===== src/rtl/switch_pkg.sv =====
// Shared definitions for the bouncy push-button stimulus generator.
package switch_pkg;

  typedef enum logic [2:0] {
    IDLE = 3'd0,
    PB   = 3'd1,
    HOLD = 3'd2,
    RB   = 3'd3,
    SET  = 3'd4
  } state_t;

  localparam logic [15:0] LFSR_MASK = 16'hB400;
  localparam logic [15:0] LFSR_SEED = 16'hACE1;

endpackage


===== src/rtl/switch_bounce_gen_lfsr16.sv =====
// Free-running 16-bit Galois LFSR; supplies the bounce interval randomness.
module lfsr16
  import switch_pkg::*;
(
  input  logic        clock,
  input  logic        reset,
  output logic [15:0] q
);

  always_ff @(posedge clock or posedge reset) begin
    if (reset) q <= LFSR_SEED;
    else       q <= (q >> 1) ^ (q[0] ? LFSR_MASK : 16'h0000);
  end

endmodule


===== src/rtl/switch_bounce_gen.sv =====
// Generates a bouncy switch waveform on raw: press bounces, stable hold,
// release bounces and a quiet settle period, then a one-cycle done pulse.
module switch_bounce_gen
  import switch_pkg::*;
#(
  parameter int CNT_W    = 16,
  parameter int N_BOUNCE = 3,
  parameter int BW       = 6,
  parameter int SETTLE   = 128
) (
  input  logic             clock,
  input  logic             reset,
  input  logic             press,
  input  logic [CNT_W-1:0] hold_time,
  output logic             raw,
  output logic             busy,
  output logic             done
);

  localparam int TC_W = (N_BOUNCE > 0) ? $clog2(2*N_BOUNCE+1) : 1;
  localparam int SC_W = $clog2(SETTLE+1);
  localparam logic [TC_W-1:0] TC_LAST = TC_W'(2*N_BOUNCE);
  localparam logic [SC_W-1:0] SC_INIT = SC_W'(SETTLE);

  logic [15:0]      lq;
  logic [CNT_W-1:0] ival, hold_sat;

  state_t           state, state_n;
  logic             raw_q, raw_n, done_q, done_n;
  logic [TC_W-1:0]  tc, tc_n;
  logic [CNT_W-1:0] ic, ic_n, hc, hc_n, hs, hs_n;
  logic [SC_W-1:0]  sc, sc_n;

  lfsr16 u_lfsr (.clock(clock), .reset(reset), .q(lq));

  assign ival     = CNT_W'({1'b0, lq[BW-1:0]}) + CNT_W'(1);
  assign hold_sat = (hold_time == '0) ? CNT_W'(1) : hold_time;

  always_ff @(posedge clock or posedge reset) begin
    if (reset) begin
      state  <= IDLE;
      raw_q  <= 1'b0;
      done_q <= 1'b0;
      tc     <= '0;
      ic     <= '0;
      hc     <= '0;
      hs     <= '0;
      sc     <= '0;
    end else begin
      state  <= state_n;
      raw_q  <= raw_n;
      done_q <= done_n;
      tc     <= tc_n;
      ic     <= ic_n;
      hc     <= hc_n;
      hs     <= hs_n;
      sc     <= sc_n;
    end
  end

  always_comb begin
    state_n = state;
    raw_n   = raw_q;
    done_n  = 1'b0;
    tc_n    = tc;
    ic_n    = ic;
    hc_n    = hc;
    hs_n    = hs;
    sc_n    = sc;
    case (state)
      IDLE: begin
        raw_n = 1'b0;
        if (press) begin
          hs_n  = hold_sat;
          raw_n = 1'b1;
          if (N_BOUNCE > 0) begin
            state_n = PB;
            tc_n    = '0;
            ic_n    = ival;
          end else begin
            state_n = HOLD;
            hc_n    = hold_sat;
          end
        end
      end
      // Bounce phases share logic; toggle count is even on exit so raw
      // already sits at the phase's settled level.
      PB, RB: begin
        if (ic == CNT_W'(1)) begin
          if (tc == TC_LAST) begin
            if (state == PB) begin
              state_n = HOLD;
              hc_n    = hs;
            end else begin
              state_n = SET;
              sc_n    = SC_INIT;
            end
          end else begin
            raw_n = ~raw_q;
            tc_n  = tc + TC_W'(1);
            ic_n  = ival;
          end
        end else begin
          ic_n = ic - CNT_W'(1);
        end
      end
      HOLD: begin
        if (hc == CNT_W'(1)) begin
          raw_n = 1'b0;
          if (N_BOUNCE > 0) begin
            state_n = RB;
            tc_n    = '0;
            ic_n    = ival;
          end else begin
            state_n = SET;
            sc_n    = SC_INIT;
          end
        end else begin
          hc_n = hc - CNT_W'(1);
        end
      end
      SET: begin
        raw_n = 1'b0;
        if (sc == SC_W'(1)) begin
          state_n = IDLE;
          done_n  = 1'b1;
        end else begin
          sc_n = sc - SC_W'(1);
        end
      end
      default: begin
        state_n = IDLE;
        raw_n   = 1'b0;
      end
    endcase
  end

  assign raw  = raw_q;
  assign busy = (state != IDLE);
  assign done = done_q;

endmodule


===== config.mk =====
export PLATFORM = sky130hd
export DESIGN_NAME = switch_bounce_gen
export DESIGN_NICKNAME = d
export VERILOG_FILES = /design/src/rtl/switch_pkg.sv /design/src/rtl/switch_bounce_gen_lfsr16.sv /design/src/rtl/switch_bounce_gen.sv
export SDC_FILE = /design/constraint.sdc
export NUM_CORES = 1
export LEC_CHECK = 0
export BUFFER_PORTS_ARGS = -buffer_cell sky130_fd_sc_hd__buf_4
export CORE_AREA = 10 10 142 144
export DETAILED_ROUTE_END_ITERATION = 8
export DIE_AREA = 0 0 152 154
export PLACE_DENSITY = 0.48
export SLEW_MARGIN = 20
export SYNTH_ARGS = -nofsm -noshare
export SYNTH_HDL_FRONTEND = slang
export SYNTH_HIERARCHICAL = 1
export SYNTH_SLANG_ARGS = --single-unit

===== constraint.sdc =====
create_clock -name clock -period 5.1 [get_ports clock]
set_input_delay 0.51 -clock clock [delete_from_list [all_inputs] [get_ports clock]]
set_output_delay 0.51 -clock clock [all_outputs]
set_load 0.01 [all_outputs]

==> run metrics <==
status completed; RD Place Congestion about 0.8; Async S/R FF share, synth 100.0%; Hold Violations, Final 0; worst-skew pair later-pin latency 0.34 ns; initial antenna violation count 0; area growth from synthesis to layout 16.21%; WL met2 slightly below 5000 um; Pins Over Slew Limit 0; Setup TNS 0 ns; Worst path slowest cell nor2b_1; Seq/Total Area, Yosys a little under half; CTS tree built; Yosys cell types between 70 and 80; port bufs 21; leading area contributor after synthesis dfrtp_1; worst path arrival time about 2.7 ns; post-synthesis cell area 4253 um^2; dpl hpwl between 7000 and 8000 um; Die W between 150 and 200 um; Yosys reg bits 80; Fmax 0.4140 GHz; Top FF cell, synth dfrtp_1; DR iter-0 viols around 210; RSZ-0062 raised after global routing false; global-route wire length before repair roughly 18000 um; post-CTS resize count 0; vias 3380; vias in the first global route approximately 3300; setup bufs post-CTS 0; clk_skew approximately 0.0091 ns; Longest Clk Path Bufs 2; GRT overflow 0; final worst-path cycle share between 40% and 50%; DRT met1 WL between 4000 and 5000 um; I/O pin total 22; Worst setup SP type register; worst hold path class in2async; maximum fanout along the worst path 12; worst path buffer plus inverter count 0; layout cells sized above 1 20.09%; VDD IR max 0.1967 mV; NumNets Final between 400 and 500; Setup CP Type reg2reg; syn avg cell area between 10 and 15 um^2; Synth area leaders dfrtp_1 (42%), dfstp_2 (4.9%), mux2_2 (4.0%); post-route minimum period approximately 2.4 ns; average wire per standard cell between 15 and 20 um; Worst-path clk slew 0.06 ns; CTS Buf Count 9; Synthesis Warnings 6; All-Layer GR Usage under 10%; number of synthesized flops with an enable pin 0; slowest stage delay, CP approximately 0.6 ns; # diodes 0; syn_nets ~440; Worst-Margin Slew about 0.85 ns; pre-CTS WS 2.709 ns; final wirelength between 10000 and 15000 um; DRC viols 0; share of the synthesized area in the top cell type between 40% and 50%; Max Cap Viol 0; Die H approximately 150 um; CP top delay family simple AND/OR/NAND/NOR gates; critical-path cell list nor2b_1, nand3_1, o21ai_2, nand2_2, o22a_1; DRT Pass-1 Iters 4; CP endpoint kind register; CTS root buffer clkbuf_16; largest net degree at the start of global routing 65; hold buffers post-CTS 0; endpoints failing setup 0; H-tree depth 3; Starting Density about a quarter; DR top layer met4; vias per cell roughly 5; met3 WL 350 um; final setup margin between 2 and 3 ns; relative slew slack 43.28%; core region area about 17000 um^2; Syn Inst Count between 400 and 500; post-route ant nets 0; Static Leak approximately 2.1 nW; die area about 23000 um^2; power per cell area roughly 370 nW/um^2; site row count 48; clock sinks 80; Worst EP required ~5.3 ns
## final cells by class
type,count,area [um^2]
Fill cell,1802,12230
Sequential cell,80,2012
Clock inverter,5,103.9
Clock buffer,11,232.7
Timing Repair Buffer,23,172.7
Inverter,18,67.56
Multi-Input combinational cell,296,2072
Tap cell,225,281.5
## worst register-to-register path: cells and delay by family (launching register included)
family	cells	cell delay (ns)
AOI/OAI and AO/OA	2	0.55
and+or+nand+nor	3	1.22
DFF	1	0.54
## routing by layer
metal	global-route usage, %	up-vias
li1	-	1592
met1	12.06	1682
met2	14.01	85
met3	1.702	21
met4	4.631	0
met5	0	-
## through the flow
step           total power, W  hold slack, ns  utilization [%]  std cells  instance area (um^2)
5_1_grt              0.001907          0.2984            28.77        658                  4942
3_3_place_gp         0.001079          0.3402            26.81        642                  4606
6_report             0.001811          0.2348            28.77        658                  4942
2_1_floorplan       0.0009900          0.3312                -        410                  4253
4_1_cts              0.001828          0.2499            28.77        658                  4942
3_5_place_dp         0.001074          0.3402            26.81        642                  4606
## logic make-up (layout without fill, tap and decap cells)
logic type / count (synthesis) / count (layout) / share of synthesized area, %
buffers and inverters: 34 / 57 / 3.971
adder cells (fa/ha/maj): 9 / 9 / 2.648
XOR/XNOR: 7 / 7 / 1.442
AO/OA/AOI/OAI: 126 / 126 / 21.07
multiplexers: 18 / 18 / 4.825
AND/OR/NAND/NOR: 136 / 136 / 18.74
flip-flops: 80 / 80 / 47.31
## report_power, final
group	switching [W]	total [W]	leakage, nW	internal (W)
sequential	0.000113	0.000826	1.02	0.000713
combinational	0.000121	0.000241	0.956	0.000120
clock	0.000265	0.000745	0.164	0.000480
total	0.000498	0.00181	2.14	0.00131
## cells in the mapped netlist (all sizes together), types with 3 or more instances
library cell  instances
a41oi                 3
o211ai                7
nand2                25
nor3                 18
nand4                 5
inv                  18
clkbuf                4
ha                    9
a31oi                19
xor2                  5
o21a                  3
nor2                 31
buf                  12
o2bb2ai               5
dfrtp                72
o21ai                26
nand3                18
or3                   7
nor3b                 4
a21oi                18
nor4                 11
o22ai                 8
a22oi                 4
dfstp                 8
mux2                 17
o31ai                12
and2                  3
## state kept, by name (all words and copies together), names as in the netlist
signal and flops:
u_lfsr/q 16, hc 16, hs 16, tc 3, ic 16, done 1, sc 8, raw 1
state 3
## placed cells by master (no fill, tap or decap), types with 8 or more instances in the layout
cell,count
dfstp_2,8
nand3_1,18
nand2_1,23
a21oi_1,18
nor4_1,8
nor3_1,16
mux2_2,15
buf_4,23
nor2_1,28
a31oi_1,19
ha_1,9
dfrtp_1,72
clkbuf_16,9
inv_1,16
o31ai_1,12
o21ai_0,23
## final timing paths
check                      depth (start not counted)  slack [ns]     endpoint         from
setup reg to reg                                   5        2.68       hc[12]     state[0]
hold / removal                                     2        0.23  u_lfsr/q[4]        reset
min in group clock                                 0        0.36  u_lfsr/q[6]  u_lfsr/q[7]
max in group asynchronous                          3        4.10     state[1]        reset
setup / recovery                                   5        2.68       hc[12]     state[0]
hold reg to reg                                    0        0.36  u_lfsr/q[6]  u_lfsr/q[7]
Power figures use the tool's default switching activity.
